<file path="config.mk">
export PLATFORM = sky130hd
export DESIGN_NAME = uart_frame_sequencer
export DESIGN_NICKNAME = d
export VERILOG_FILES = /design/src/rtl/uart_frame_sequencer.sv
export SDC_FILE = /design/constraint.sdc
export NUM_CORES = 1
export LEC_CHECK = 0
export CAP_MARGIN = 20
export CORE_ASPECT_RATIO = 1.5
export CORE_UTILIZATION = 50
export DETAILED_ROUTE_END_ITERATION = 16
export GPL_TIMING_DRIVEN = 0
export PLACE_DENSITY = 0.7
export SETUP_SLACK_MARGIN = 0.2
export SKIP_CTS_REPAIR_TIMING = 1
export SKIP_LAST_GASP = 1
export SLEW_MARGIN = 20
export SYNTH_ARGS = -nofsm -noshare
export SYNTH_HDL_FRONTEND = slang
export SYNTH_SLANG_ARGS = --single-unit
export TNS_END_PERCENT = 20
</file>
<file path="constraint.sdc">
create_clock -name CLK -period 3.3 [get_ports CLK]
set_input_delay 0.66 -clock CLK [delete_from_list [all_inputs] [get_ports CLK]]
set_output_delay 0.66 -clock CLK [all_outputs]
set_load 0.05 [all_outputs]
</file>
<file path="src/rtl/uart_frame_sequencer.sv">
`default_nettype none
// ============================================================================
// Module   : uart_frame_sequencer
// Purpose  : Assembles NBYTES UART bytes into a little-endian frame, publishes
//            it and optionally echoes it back byte by byte via the TX handshake.
//            Optional feature macro: FRAME_CHECKSUM_EN (last byte = XOR of rest).
// Revision : 1.0 - initial release
// ============================================================================
module uart_frame_sequencer #(
   parameter int NBYTES      = 8,
   parameter int TIMEOUT_CYC = 100000
) (
   input  logic                  CLK,
   input  logic                  RST,
   input  logic                  rx_valid,
   input  logic [7:0]            rx_byte,
   input  logic                  tx_ready,
   output logic                  tx_start,
   output logic [7:0]            tx_byte,
   input  logic                  echo_en,
   output logic                  frame_valid,
   output logic [8*NBYTES-1:0]   frame_data,
   output logic                  timeout_err,
   output logic                  overrun,
   output logic                  chk_err,
   output logic                  busy
);

   localparam int CW = (NBYTES > 1) ? $clog2(NBYTES) : 1;
   localparam int TW = $clog2(TIMEOUT_CYC);
   localparam logic [CW-1:0] LAST_IDX = CW'(NBYTES - 1);
   localparam logic [TW-1:0] TO_LAST  = TW'(TIMEOUT_CYC - 1);

   typedef enum logic [1:0] {
      S_IDLE  = 2'd0,
      S_ISSUE = 2'd1,
      S_GUARD = 2'd2,
      S_DRAIN = 2'd3
   } tx_state_e;

   // RX side
   logic [CW-1:0]             rx_cnt_q, rx_cnt_d;
   logic [TW-1:0]             idle_cnt_q, idle_cnt_d;
   logic [NBYTES-1:0][7:0]    shadow_q, shadow_d;
   logic [NBYTES-1:0][7:0]    frame_data_q, frame_data_d;
   logic                      frame_valid_q, frame_valid_d;
   logic                      timeout_err_q, timeout_err_d;
   logic                      chk_err_q, chk_err_d;
   logic                      overrun_q, overrun_d;
   logic [NBYTES-1:0][7:0]    pend_data_q, pend_data_d;
   logic                      pending_q, pending_d;
   // TX side
   tx_state_e                 state_q, state_d;
   logic [CW-1:0]             idx_q, idx_d;
   logic [NBYTES-1:0][7:0]    tx_shadow_q, tx_shadow_d;
   logic                      tx_start_q, tx_start_d;
   logic [7:0]                tx_byte_q, tx_byte_d;

   logic [NBYTES-1:0][7:0]    frame_w;
   logic                      csum_ok_w;
`ifdef FRAME_CHECKSUM_EN
   logic [7:0]                csum_w;
`endif

   always_comb begin
      rx_cnt_d      = rx_cnt_q;
      idle_cnt_d    = idle_cnt_q;
      shadow_d      = shadow_q;
      frame_data_d  = frame_data_q;
      frame_valid_d = 1'b0;
      timeout_err_d = 1'b0;
      chk_err_d     = 1'b0;
      overrun_d     = overrun_q;
      pend_data_d   = pend_data_q;
      pending_d     = pending_q;
      state_d       = state_q;
      idx_d         = idx_q;
      tx_shadow_d   = tx_shadow_q;
      tx_start_d    = 1'b0;
      tx_byte_d     = tx_byte_q;

      frame_w           = shadow_q;
      frame_w[rx_cnt_q] = rx_byte;

`ifdef FRAME_CHECKSUM_EN
      csum_w = 8'h00;
      for (int i = 0; i < NBYTES - 1; i++) begin
         csum_w = csum_w ^ shadow_q[i];
      end
      csum_ok_w = (csum_w == rx_byte);
`else
      csum_ok_w = 1'b1;
`endif

      // TX sequencing is evaluated first so that a frame completing in the
      // same cycle the FSM drains the pending slot lands without an overrun.
      case (state_q)
         S_IDLE: begin
            if (pending_q) begin
               tx_shadow_d = pend_data_q;
               pending_d   = 1'b0;
               idx_d       = '0;
               state_d     = S_ISSUE;
            end
         end
         S_ISSUE: begin
            if (tx_ready) begin
               tx_start_d = 1'b1;
               tx_byte_d  = tx_shadow_q[idx_q];
               state_d    = S_GUARD;
            end
         end
         S_GUARD: state_d = S_DRAIN;
         S_DRAIN: begin
            if (tx_ready) begin
               if (idx_q == LAST_IDX) begin
                  state_d = S_IDLE;
               end else begin
                  idx_d   = idx_q + 1'b1;
                  state_d = S_ISSUE;
               end
            end
         end
         default: state_d = S_IDLE;
      endcase

      if (rx_valid) begin
         shadow_d[rx_cnt_q] = rx_byte;
         idle_cnt_d         = '0;
         if (rx_cnt_q == LAST_IDX) begin
            rx_cnt_d = '0;
            if (csum_ok_w) begin
               frame_data_d  = frame_w;
               frame_valid_d = 1'b1;
               if (echo_en) begin
                  if (pending_d) begin
                     overrun_d = 1'b1;
                  end
                  pend_data_d = frame_w;
                  pending_d   = 1'b1;
               end
            end else begin
               chk_err_d = 1'b1;
            end
         end else begin
            rx_cnt_d = rx_cnt_q + 1'b1;
         end
      end else if (rx_cnt_q != '0) begin
         if (idle_cnt_q == TO_LAST) begin
            rx_cnt_d      = '0;
            idle_cnt_d    = '0;
            timeout_err_d = 1'b1;
         end else begin
            idle_cnt_d = idle_cnt_q + 1'b1;
         end
      end else begin
         idle_cnt_d = '0;
      end
   end

   always_ff @(posedge CLK) begin
      if (RST) begin
         rx_cnt_q      <= '0;
         idle_cnt_q    <= '0;
         shadow_q      <= '0;
         frame_data_q  <= '0;
         frame_valid_q <= 1'b0;
         timeout_err_q <= 1'b0;
         chk_err_q     <= 1'b0;
         overrun_q     <= 1'b0;
         pend_data_q   <= '0;
         pending_q     <= 1'b0;
         state_q       <= S_IDLE;
         idx_q         <= '0;
         tx_shadow_q   <= '0;
         tx_start_q    <= 1'b0;
         tx_byte_q     <= 8'h00;
      end else begin
         rx_cnt_q      <= rx_cnt_d;
         idle_cnt_q    <= idle_cnt_d;
         shadow_q      <= shadow_d;
         frame_data_q  <= frame_data_d;
         frame_valid_q <= frame_valid_d;
         timeout_err_q <= timeout_err_d;
         chk_err_q     <= chk_err_d;
         overrun_q     <= overrun_d;
         pend_data_q   <= pend_data_d;
         pending_q     <= pending_d;
         state_q       <= state_d;
         idx_q         <= idx_d;
         tx_shadow_q   <= tx_shadow_d;
         tx_start_q    <= tx_start_d;
         tx_byte_q     <= tx_byte_d;
      end
   end

   assign tx_start    = tx_start_q;
   assign tx_byte     = tx_byte_q;
   assign frame_valid = frame_valid_q;
   assign frame_data  = frame_data_q;
   assign timeout_err = timeout_err_q;
   assign overrun     = overrun_q;
   assign chk_err     = chk_err_q;
   assign busy        = (state_q != S_IDLE) || pending_q;

endmodule
`default_nettype wire
</file>
==> results of run 1 <==
## sequential cells by signal (all words and copies together), names as in the netlist
signal,cells
tx_shadow_q,64
overrun,1
idle_cnt_q,17
tx_start,1
rx_cnt_q,3
tx_byte,8
idx_q,3
frame_valid,1
timeout_err,1
frame_data,64
pend_data_q,64
shadow_q,64
state_q,2
pending_q,1
## cells in the mapped netlist, types with 2 or more instances
master / instances
dfxtp_1: 294
nand2_1: 267
nor2_1: 157
a21oi_1: 133
a211oi_1: 129
mux2i_1: 69
clkbuf_1: 60
buf_2: 28
buf_4: 17
mux4_2: 16
nor3_1: 13
xnor2_1: 11
ha_1: 10
and2_1: 9
inv_1: 9
o22ai_1: 8
nor2_2: 7
nand3_1: 6
nand4_1: 5
nor4_1: 5
nand3b_1: 4
nor2b_1: 4
xor2_1: 4
buf_6: 3
nand2b_1: 3
nor3b_2: 3
or2_1: 3
and3_1: 2
o211ai_1: 2
## worst max-delay path: cells and delay by family, from the launching register on
kind / cells / cell delay, ns
DFF: 1 / 0.36
buffers and inverters: 2 / 0.89
adders and majority gates: 1 / 0.28
and+or+nand+nor: 1 / 0.12
## metrics by stage
| stage | setup slack, ns | util [%] | power, mW | hold WS [ns] | cell area [sq um] |
|---|---|---|---|---|---|
| 2_1_floorplan | 1.47 | - | 4.02 | 0.432 | 11600 |
| 3_3_place_gp | 0.621 | 56.9 | 4.19 | 0.439 | 12800 |
| 3_5_place_dp | 0.591 | 56.9 | 4.20 | 0.446 | 12800 |
| 4_1_cts | 0.411 | 61.3 | 7.58 | 0.454 | 13800 |
| 5_1_grt | 0.337 | 61.3 | 7.77 | 0.472 | 13800 |
| 6_report | 0.428 | 61.3 | 7.56 | 0.455 | 13800 |
## cells in the final DEF (no fill, tap or decap), types with 9 or more instances in the layout
cell,instances
ha_1,10
mux2i_1,69
inv_1,9
buf_4,17
buf_2,28
nor3_1,13
clkbuf_1,64
xnor2_1,11
and2_1,9
a21oi_1,133
clkbuf_16,29
a211oi_1,129
dfxtp_1,294
clkdlybuf4s50_1,88
nand2_1,267
nor2_1,157
mux4_2,16
## how the worst max path moves through the flow
stage	startpoint	endpoint	slack, ns	depth (start not counted)
4_1_cts	state_q[0]$_SDFFE_PP0P_	busy	0.41	4
3_3_place_gp	rx_byte[1]	frame_data[25]$_SDFFE_PP0P_	0.62	4
3_5_place_dp	rx_byte[2]	pend_data_q[26]$_SDFFE_PP0P_	0.59	4
2_1_floorplan	state_q[0]$_SDFFE_PP0P_	state_q[0]$_SDFFE_PP0P_	1.47	6
6_report	state_q[0]$_SDFFE_PP0P_	busy	0.43	4
5_1_grt	state_q[0]$_SDFFE_PP0P_	busy	0.34	4
## power by group through the flow
stage          combinational, mW  sequential, mW  clock (mW)
2_1_floorplan              0.266            3.76           0
3_3_place_gp               0.505            3.69           0
3_5_place_dp               0.513            3.69           0
4_1_cts                    0.515            3.61        3.45
5_1_grt                    0.550            3.61        3.60
6_report                   0.519            3.61        3.43
## layout make-up
| class | instances | area, sq um |
|---|---|---|
| Fill cell | 1967 | 8720 |
| Sequential cell | 294 | 5890 |
| Multi-Input combinational cell | 886 | 5150 |
| Timing Repair Buffer | 88 | 881 |
| Clock buffer | 41 | 851 |
| Buffer | 109 | 531 |
| Tap cell | 276 | 345 |
| Clock inverter | 11 | 148 |
| Inverter | 9 | 33.8 |
## routing by layer
| layer | up-vias | wire length, um | global-route usage [%] |
|---|---|---|---|
| met5 | - | 0 | 0 |
| met4 | 0 | 1340 | 12.0 |
| met3 | 70 | 1300 | 2.61 |
| met2 | 261 | 16800 | 49.9 |
| met1 | 4451 | 13400 | 33.5 |
| li1 | 4691 | - | - |
## logic make-up (layout without fill, tap and decap cells)
| kind of cell | Yosys count | count (layout) | synth area share [%] |
|---|---|---|---|
| compound gates | 276 | 276 | 14.9 |
| xor+xnor | 15 | 15 | 1.13 |
| fa+ha+maj | 10 | 10 | 1.08 |
| buf+inv | 118 | 258 | 4.86 |
| flops | 294 | 294 | 50.7 |
| mux | 85 | 85 | 9.06 |
| other cells | 1 | 1 | 0.0323 |
| simple gates | 499 | 499 | 18.2 |
==> results.sh, run 1 <==
export IMPL_status="finished, final reports clean"
export IMPL_vias=9473
export IMPL_wl_um=32900
export IMPL_synthesis_area_sq_um=11600
export IMPL_yosysTopAreaCell="dfxtp_1"
export IMPL_worstHoldStart="tx_shadow_q[21]$_SDFFE_PP0P_"
export IMPL_min_to="tx_shadow_q[21]$_SDFFE_PP0P_"
export IMPL_intPower_mw=5.77
export IMPL_place_inst=1662
export IMPL_hold_viol=0
export IMPL_grt_pass1_vias=9091
export IMPL_ys_seq_area_share_pct=50.7
export IMPL_drt_iter0_markers=620
export IMPL_holdPathStages=2
export IMPL_synthCells=1298
export IMPL_hold_path_class="flip-flop to flip-flop"
export IMPL_die_area_sq_um=23800
export IMPL_cp_end_kind="output pin"
export IMPL_max_cap_violations=0
export IMPL_syn_nets=1321
export IMPL_yosysTopAreaCellShare_pct=50.7
export IMPL_die_h_um=189
export IMPL_timing_rr_end="pend_data_q[28]$_SDFFE_PP0P_"
export IMPL_clockBufferDepth=3
export IMPL_p_clk_share_pct=45.4
export IMPL_num_io_pins=91
export IMPL_h_tree_depth=1
export IMPL_initial_utilization_pct=51.5
export IMPL_diodes=0
export IMPL_ys_warn_count=0
export IMPL_skew_ns=0.0158
export IMPL_final_cell_count_no_fill=1714
export IMPL_fin_tns_setup_ns=0
export IMPL_slew_viol_final=0
export IMPL_overflow=0
export IMPL_vdd_drop_max_uv=403
export IMPL_grt_util_all_layers_pct=27.8
export IMPL_die_w_um=126
export IMPL_async_reset_ff_share_pct=0
export IMPL_grt_max_degree=16
export IMPL_worstSetupStartpointType="flip-flop"
export IMPL_cp_slowest_cell="clkdlybuf4s50_1"
export IMPL_max_freq_ghz=0.348
export IMPL_drc=0
export IMPL_clock_latency_ns=0.55
export IMPL_worstMarginPinSlew_ns=0.727
export IMPL_core_area_sq_um=22600
export IMPL_synth_main_ff_cell="dfxtp_1"
export IMPL_cts_sinks=294
export IMPL_slew_headroom_pct=51.5
export IMPL_timing_critical_path_required_ns=2.64
export IMPL_leakage_nw=4.73
export IMPL_synth_edf_count=0
export IMPL_p_sw_mw=1.79
export IMPL_viasPerCell=5.53
export IMPL_swShare_pct=23.7
export IMPL_crit_path_max_fanout=5
export IMPL_post_route_period_util_pct=87.0
export IMPL_power_per_cell_area_nw_per_um2=547
export IMPL_wire_per_inst_um=19.2
export IMPL_routabilityCongestion=0.907
export IMPL_reg2reg_from="rx_cnt_q[0]$_SDFFE_PP0P_"
export IMPL_arrival_ns=2.21
export IMPL_firstDrtPassIters=5
export IMPL_root_buffer="clkbuf_16"
export IMPL_antenna_found_initial=0
export IMPL_cts_tree="done"
export IMPL_worstSetupPathType="flip-flop to output pin"
export IMPL_comb_power_share_pct=6.9
export IMPL_reg2reg_depth=7
export IMPL_yosys_register_bits=294
export IMPL_period_needed_ns=2.87
export IMPL_rows=67
export IMPL_synth_area_per_cell_sq_um=8.94
export IMPL_ys_types=46
export IMPL_antenna_left=0
export IMPL_setup_viol=0
export IMPL_clk_pin_slew_worst_paths_ns=0.07
export IMPL_r2r_slack_ns=1.26
export IMPL_power_share_sequential_pct=47.8
export IMPL_grt_pass1_wl_um=50800
export IMPL_drive_gt1_share_pct=8.97
export IMPL_syn2layout_area_growth_pct=19.2
export IMPL_synth_area_top_cells="dfxtp_1 (51%), nand2_1 (8.6%), a211oi_1 (8.3%)"
export IMPL_worstPathCellList="inv_1, ha_1, nand2b_1, clkdlybuf4s50_1"
export IMPL_rsz0062_at_grt="false"
export IMPL_critical_path_max_stage_delay_ns=0.80
export IMPL_nets=1439
export IMPL_hpwl_um=24400
export IMPL_cts_buffers=28
export IMPL_io_buffers=88
Note: power is estimated with default switching activity, not from simulation.
==> inputs of run 2 (changes only) <==
Settings changed: CELL_PAD_IN_SITES_DETAIL_PLACEMENT set to 1, CELL_PAD_IN_SITES_GLOBAL_PLACEMENT set to 1, CORE_UTILIZATION 50 to 48, PLACE_DENSITY 0.7 to 0.85, SKIP_LAST_GASP 1 to not set.
==> run 2 against run 1 <==
  * Non-clock buffer count is the same
  * Worst setup slack lost 0.023 ns
  * Global-route usage grew 3.1 points
  * Sequential share of layout area shrank 0.058 points
  * Core utilization shrank 3.0 points
  * Critical path type unchanged
  * Flip-flop and latch count is the same
  * Largest cell class unchanged
  * Highest routed layer unchanged
==> results.sh, run 2 (synthesis gave the netlist of run 1 again) <==
export IMPL_crit_path_max_fanout=5
export IMPL_setup_viol=0
export IMPL_nets=1439
export IMPL_h_tree_depth=1
export IMPL_antenna_left=0
export IMPL_firstDrtPassIters=5
export IMPL_status="finished, final reports clean"
export IMPL_rows=69
export IMPL_max_freq_ghz=0.345
export IMPL_root_buffer="clkbuf_16"
export IMPL_arrival_ns=2.23
export IMPL_crit_path_end="busy"
export IMPL_worstSetupPathDepth=4
export IMPL_slew_headroom_pct=48.1
export IMPL_grt_max_degree=15
export IMPL_rsz0062_at_grt="false"
export IMPL_hold_path_class="flip-flop to flip-flop"
export IMPL_worst_slack_ns=0.405
export IMPL_vias=9999
export IMPL_die_w_um=129
export IMPL_hold_viol=0
export IMPL_power_per_cell_area_nw_per_um2=544
export IMPL_skew_ns=0.0121
export IMPL_fin_tns_setup_ns=0
export IMPL_post_route_period_util_pct=87.7
export IMPL_grt_pass1_wl_um=58000
export IMPL_max_cap_violations=0
export IMPL_drt_iter0_markers=616
export IMPL_leakage_nw=4.72
export IMPL_io_buffers=88
export IMPL_vdd_drop_max_uv=401
export IMPL_die_h_um=192
export IMPL_wl_um=37900
export IMPL_cts_sinks=294
export IMPL_fill_cells=2718
export IMPL_period_needed_ns=2.89
export IMPL_diodes=0
export IMPL_overflow=0
export IMPL_num_io_pins=91
export IMPL_layout_commonest_cell="dfxtp_1"
export IMPL_initial_utilization_pct=48.9
export IMPL_final_cell_mix="dfxtp_1 (294), nand2_1 (267), nor2_1 (157)"
export IMPL_timing_critical_path_required_ns=2.64
export IMPL_clk_pin_slew_worst_paths_ns=0.07
export IMPL_die_area_sq_um=24800
export IMPL_cts_buffers=28
export IMPL_worstSetupStartpointType="flip-flop"
export IMPL_grt_pass1_vias=10400
export IMPL_cp_end_kind="output pin"
export IMPL_routabilityCongestion=0.885
export IMPL_slew_viol_final=0
export IMPL_clock_latency_ns=0.55
export IMPL_critical_path_buf_inv_count=2
export IMPL_crit_family="buffers and inverters"
export IMPL_grt_util_all_layers_pct=30.8
export IMPL_timing_rr_end="frame_data[21]$_SDFFE_PP0P_"
export IMPL_reg2reg_from="rx_cnt_q[0]$_SDFFE_PP0P_"
export IMPL_antenna_found_initial=0
export IMPL_r2r_slack_ns=1.20
export IMPL_clockBufferDepth=3
export IMPL_viasPerCell=5.70
export IMPL_worstSetupPathType="flip-flop to output pin"
export IMPL_cp_slowest_cell="clkdlybuf4s50_1"
export IMPL_syn2layout_area_growth_pct=19.3
export IMPL_pre_cts_slack_ns=0.484
export IMPL_crit_start="state_q[1]$_SDFFE_PP0P_"
export IMPL_critical_path_max_stage_delay_ns=0.81
export IMPL_cts_tree="done"
export IMPL_wire_per_inst_um=21.6
export IMPL_worstPathCellList="inv_1, ha_1, nand2b_1, clkdlybuf4s50_1"
export IMPL_drive_gt1_share_pct=8.92
export IMPL_drc=0
export IMPL_worstMarginPinSlew_ns=0.778
export IMPL_core_area_sq_um=23700
export IMPL_reg2reg_depth=7
export IMPL_hpwl_um=27900
run 2: cell types whose count changed in the layout (fill, tap and decap cells not counted), sizes merged:
| cell | delta |
|---|---|
| clkbuf | -3 |
| clkinvlp | -1 |
| inv | +1 |
run 2: stage by stage:
stage / std cells / hold slack [ns] / power [mW] / util, % / instance area [sq um]
after floorplan: 1298 / 0.432 / 4.02 / - / 11600
after global placement: 1705 / 0.439 / 4.20 / 54.3 / 12900
after detailed placement: 1705 / 0.447 / 4.22 / 54.3 / 12900
after CTS: 1754 / 0.456 / 7.54 / 58.3 / 13800
after global routing: 1754 / 0.472 / 7.72 / 58.3 / 13800
final: 1754 / 0.455 / 7.53 / 58.3 / 13800
run 2: cell type report:
type	count	area, sq um	area share, %
plain buffers	109	531	3.83
clock buffers	38	830	5.99
clock inverters	11	134	0.967
inverters	9	33.8	0.244
multi-input cells	886	5150	37.2
flip-flops and latches	294	5890	42.5
well taps	319	399	2.88
repair buffers	88	881	6.36
run 2: report_power, final:
group | internal, mW | switching [mW]
sequential | 3.59 | 0.0251
clock | 1.99 | 1.40
combinational | 0.157 | 0.379
run 2: metal layers:
layer	vias up	track usage, %	share of wire [%]
met5	-	0	0
met4	0	14.7	4.8
met3	96	3.52	3.8
met2	263	57.1	52
met1	4954	34.8	39
li1	4686	-	-
run 2: worst min-delay path by stage:
stage / startpoint / end / slack [ns] / depth (start not counted)
2_1_floorplan: pend_data_q[0]$_SDFFE_PP0P_ / tx_shadow_q[0]$_SDFFE_PP0P_ / 0.43 / 2
3_3_place_gp: tx_shadow_q[4]$_SDFFE_PP0P_ / tx_shadow_q[4]$_SDFFE_PP0P_ / 0.44 / 2
3_5_place_dp: tx_shadow_q[21]$_SDFFE_PP0P_ / tx_shadow_q[21]$_SDFFE_PP0P_ / 0.45 / 2
4_1_cts: tx_shadow_q[28]$_SDFFE_PP0P_ / tx_shadow_q[28]$_SDFFE_PP0P_ / 0.46 / 2
5_1_grt: tx_shadow_q[47]$_SDFFE_PP0P_ / tx_shadow_q[47]$_SDFFE_PP0P_ / 0.47 / 2
6_report: shadow_q[37]$_SDFFE_PP0P_ / shadow_q[37]$_SDFFE_PP0P_ / 0.45 / 2
run 2: worst register-to-register path, stage by stage, from the launching register on:
cell	delay (ns)
dfxtp_1	0.37
ha_1	0.17
ha_1	0.21
and2_1	0.25
buf_4	0.26
clkbuf_1	0.39
nor2_1	0.10
a211oi_1	0.25
==> inputs of run 3 (changes only) <==
Settings changed: CORE_MARGIN set to 1.
==> results of run 3 <==
The final DEF is identical to that of run 2; final timing and power are the same.
==> patch 1, RTL diff (config.mk and constraints of run 1) <==
The option `FRAME_CHECKSUM_EN` is turned on by a define.
--- a/src/rtl/uart_frame_sequencer.sv
+++ b/src/rtl/uart_frame_sequencer.sv
@@ -6,6 +6,8 @@
 //            Optional feature macro: FRAME_CHECKSUM_EN (last byte = XOR of rest).
 // Revision : 1.0 - initial release
 // ============================================================================
+`define FRAME_CHECKSUM_EN
+
 module uart_frame_sequencer #(
    parameter int NBYTES      = 8,
    parameter int TIMEOUT_CYC = 100000
Behaviour: not the same (Yosys sat finds a counterexample within 10 cycles, from zero or initial values and one cycle with RST high).
==> patch 1 against run 1 <==
  * Non-clock buffer count rose by 25
  * Sequential cell count rose by 1
  * Clock skew rose by 0.0013 ns
  * Power increased by 2.9%
  * Critical path type unchanged
  * Wire length up 15%
  * Combinational power rose by 42%
  * Worst setup slack got worse by 0.0073 ns
  * Cell area up 6.2%
  * Area after synthesis rose by 7.7%
  * Worst hold slack improved by 0.0017 ns
==> patch 1: results (changes against run 1) <==
- P_leak: 4.82 nW (+1.8%)
- Mux share of post-synthesis cell area: 8.73% (-0.32 points)
- Worst Setup SP: state_q[1]
- XOR/XNOR share of the synthesized area: 4.77% (+3.6 points)
- Critical R2R Launch: shadow_q[49]
- Maximum fanout along the worst path: 7 (+2)
- Area contributors post-synth: dfxtp_1 (47%), a211oi_1 (8.3%), nand2_1 (8.2%)
- Synth Area in Adders: 0.901% (-0.18 points)
- Min-Delay Startpoint: tx_shadow_q[14]
- FF-to-FF setup slack: 0.71 ns (-0.55 ns)
- Total Wirelength: 37900 um (+15%)
- First-pass GRT wire length: 57900 um (+14%)
- P_sw: 0.00195 W (+9.0%)
- Count of different cell masters after synthesis: 38 (-17%)
- Slew headroom: 45.8% (-5.7 points)
- Layout cells sized above 1: 8.22% (-0.75 points)
- Outcome: finished clean
- Maximum VDD drop: 0.382 mV (-5.2%)
- Seq/Total Area, Yosys: 47.3% (-3.4 points)
- Initial DRC Count: 753 (+21%)
- DP Cell Count: 1795 (+8.0%)
- Worst r2r path cells: 8 (+1)
- Hold Path End: tx_shadow_q[14]
- Mean Syn Cell Area: 8.99 um^2 (+0.60%)
- Vias per cell: 5.83 (+5.5%)
- Post-DP Area: 13700 um^2 (+7.0%)
- Reg2Reg Capture Point: frame_data[51]
- Place WS: 0.265 ns (-0.326 ns)
- TritonCTS Buffers: 27 (-3.6%)
- Multi-input gate area: 5950 um^2 (+15%)
- Clock skew: 0.0171 ns (+0.00131 ns)
- WHS: 0.456 ns (+0.00169 ns)
- Synthesized net count: 1411 (+6.8%)
- Fill cells: 2123 (+7.9%)
- Routed via count: 10800 (+14%)
## patch 1: cell count changes after synthesis, moves of 9 or more
cell,run 1,this run
buf_2,28,41
buf_1,1,17
xor2_1,4,16
xnor2_1,11,52
a211oi_1,129,138
clkbuf_1,60,69
nor2_1,157,30
a31oi_1,1,128
## patch 1: power groups by stage
stage,clock [W],combinational [W],sequential (W)
CTS,0.00343,0.000729,0.00363
floorplan,0,0.000439,0.00377
global route,0.00358,0.000786,0.00363
global placement,0,0.000717,0.00371
finish,0.00341,0.000739,0.00363
detailed placement,0,0.000726,0.00371
## patch 1: tightest hold or removal path: stages, from the launching register on
cell	delay (ns)
dfxtp_1	0.31
nand2_1	0.05
a21oi_1	0.05
## patch 1: kinds of logic (layout without fill, tap and decap cells)
| group | count (synthesis) | count (layout) |
|---|---|---|
| buffers and inverters | 147 | 279 |
| multiplexers | 89 | 89 |
| XOR/XNOR | 68 | 68 |
| adder cells (fa/ha/maj) | 9 | 9 |
| flip-flops | 295 | 295 |
| AO/OA/AOI/OAI | 413 | 413 |
| AND/OR/NAND/NOR | 368 | 368 |
## patch 1: final cells by class
cell class,count,share of cell area [%]
timing repair buffer,82,5.54
multi-input combinational,947,40.5
sequential,295,40.2
inverter,7,0.179
clock inverter,14,1.41
clock buffer,36,5.17
buffer,140,4.26
tap,324,2.76
## patch 1: per-layer routing
layer	GRT usage [%]	vias up	part of all wire, %
met4	16.0	0	5.4
li1	-	5188	-
met5	0	-	0
met2	51.4	361	49
met1	35.4	5081	40
met3	4.33	123	5.1
## patch 1: how the worst max path moves through the flow
stage | to | slack, ns
after floorplan | frame_data[15] | 0.94
after global placement | shadow_q[20] | 0.23
after detailed placement | frame_data[45] | 0.26
after CTS | busy | 0.41
after global routing | busy | 0.32
final | busy | 0.42
==> patch 2, RTL diff (config.mk and constraints of run 1) <==
Without the edit above. One comparison of `idle_cnt_q` changes from == to >=.
--- a/src/rtl/uart_frame_sequencer.sv
+++ b/src/rtl/uart_frame_sequencer.sv
@@ -146,7 +146,7 @@
             rx_cnt_d = rx_cnt_q + 1'b1;
          end
       end else if (rx_cnt_q != '0) begin
-         if (idle_cnt_q == TO_LAST) begin
+         if (idle_cnt_q >= TO_LAST) begin
             rx_cnt_d      = '0;
             idle_cnt_d    = '0;
             timeout_err_d = 1'b1;
Function: same outputs for any inputs over 10 cycles, from zero or initial values and one cycle with RST high; that may be too few to reach the edited logic, so the function may still have changed.
==> patch 2 against run 1 <==
  * Cell count about the same
  * Sequential cell count stayed put
  * Worst setup slack gained 0.017 ns
  * Register-to-register slack worse by 0.34 ns
  * Cell area fell by 0.50%
  * Wire length decreased by 4.4%
  * Power fell by 2.6%
  * Count of clock-buffer cells in the layout unchanged
  * Area after synthesis fell by 0.74%
  * Largest power group unchanged
==> patch 2: results (changes against run 1) <==
- Slew headroom: 43.6% (-7.9 points)
- GR Util met1: 31.2% (-2.3 points)
- Multi-input combinational area share: 37.4% (+0.12 points)
- Clock skew: 0.00805 ns (-0.00772 ns)
- Final nets: 1441 (+0.14%)
- Hold Path Class: flop to flop
- TritonCTS Buffers: 29 (+3.6%)
- First-pass GRT wire length: 49500 um (-2.7%)
- Comb_multi_in: 890 (+0.45%)
- Met2 wire length: 16000 um (-4.4%)
- DR WL/cell: 18.3 um (-4.4%)
- Combinational power: 0.000332 W (-36%)
- Initial antenna violation count: 0 (unchanged)
- Buffers on Ports: 88 (unchanged)
- Vias in the first global route: 9118 (+0.30%)
- CLK BUF: 41 (unchanged)
- DPL Wire Length: 23900 um (-2.0%)
- CP max stage delay: 0.81 ns
- WHS: 0.449 ns (-0.00582 ns)
- Seq/Total Area, Yosys: 51.1% (+0.38 points)
- CTS clk-pin slew, worst paths: 0.06 ns
- Detailed Routing Iterations Pass 1: 5 (unchanged)
- Synth top cells by count: dfxtp_1 (294), nand2_1 (270), nor2_1 (161), a211oi_1 (137), a21oi_1 (135)
- Fill cells: 1997 (+1.5%)
- Clock network share of area: 7.30% (+0.082 points)
- GR Util met3: 3.11% (+0.50 points)
- Largest net degree at the start of global routing: 15 (-1)
- Gr usage total: 26.7% (-1.0 points)
- Maximum fanout along the worst path: 6 (+1)
- M2 GR Usage: 48.9% (-1.1 points)
- Area contributors post-synth: dfxtp_1 (51%), a211oi_1 (8.9%), nand2_1 (8.8%)
- Maximum VDD drop: 0.404 mV (+0.26%)
- Clock Tree Buf Depth: 3 (unchanged)
- Root buf cell: clkbuf_16
- Met3 routed WL: 1350 um (+3.8%)
- Layout cells sized above 1: 7.30% (-1.7 points)
- FF-to-FF setup slack: 0.92 ns (-0.34 ns)
- Outcome: finished clean
- Metal-1 WL: 12800 um (-4.8%)
- Data buffer area share: 9.77% (-0.43 points)
- Ys flop type: dfxtp_1
- P_leak: 4.59 nW (-3.1%)
- CTS H-tree lvls: 1 (unchanged)
- CP delay by family, top: buffers and inverters
- GPL Wtd Cong: 0.908 (+0.12%)
- Vias per cell: 5.48 (-0.91%)
- Clk Latency, worst-skew pair: 0.54 ns
- Non-clock buffer count: 195 (-1.0%)
- Initial DRC Count: 574 (-7.4%)
- Sequential cells: 294 (unchanged)
- Int Power: 0.00576 W (-0.28%)
- Max layer used: met4
- Count of different cell masters after synthesis: 42 (-8.7%)
==> patch 2: per-stage QoR <==
stage               utilization, %  instance area [um^2]  setup WS (ns)  total power [W]  std cells
global placement              56.7                 12700          0.369          0.00398       1663
floorplan                        -                 11500           1.37          0.00386       1299
detailed placement            56.8                 12800          0.356          0.00399       1664
CTS                           61.2                 13800          0.421          0.00739       1715
global route                  61.2                 13800          0.326          0.00756       1715
finish                        61.2                 13800          0.445          0.00736       1715
==> patch 2: worst paths after layout <==
path,from,to,depth (start not counted)
worst max-delay path,state_q[0],busy,4
worst min-delay path,tx_shadow_q[49],tx_shadow_q[49],2
worst max register to register,rx_cnt_q[0],frame_data[23],7
worst min register to register,tx_shadow_q[49],tx_shadow_q[49],2
==> patch 2: cells by family after synthesis <==
group | synth area share (%)
flops | 51.1
compound gates | 15.5
other cells | 0.0326
fa+ha+maj | 0.978
xor+xnor | 1.06
simple gates | 17.6
mux | 9.47
buf+inv | 4.28
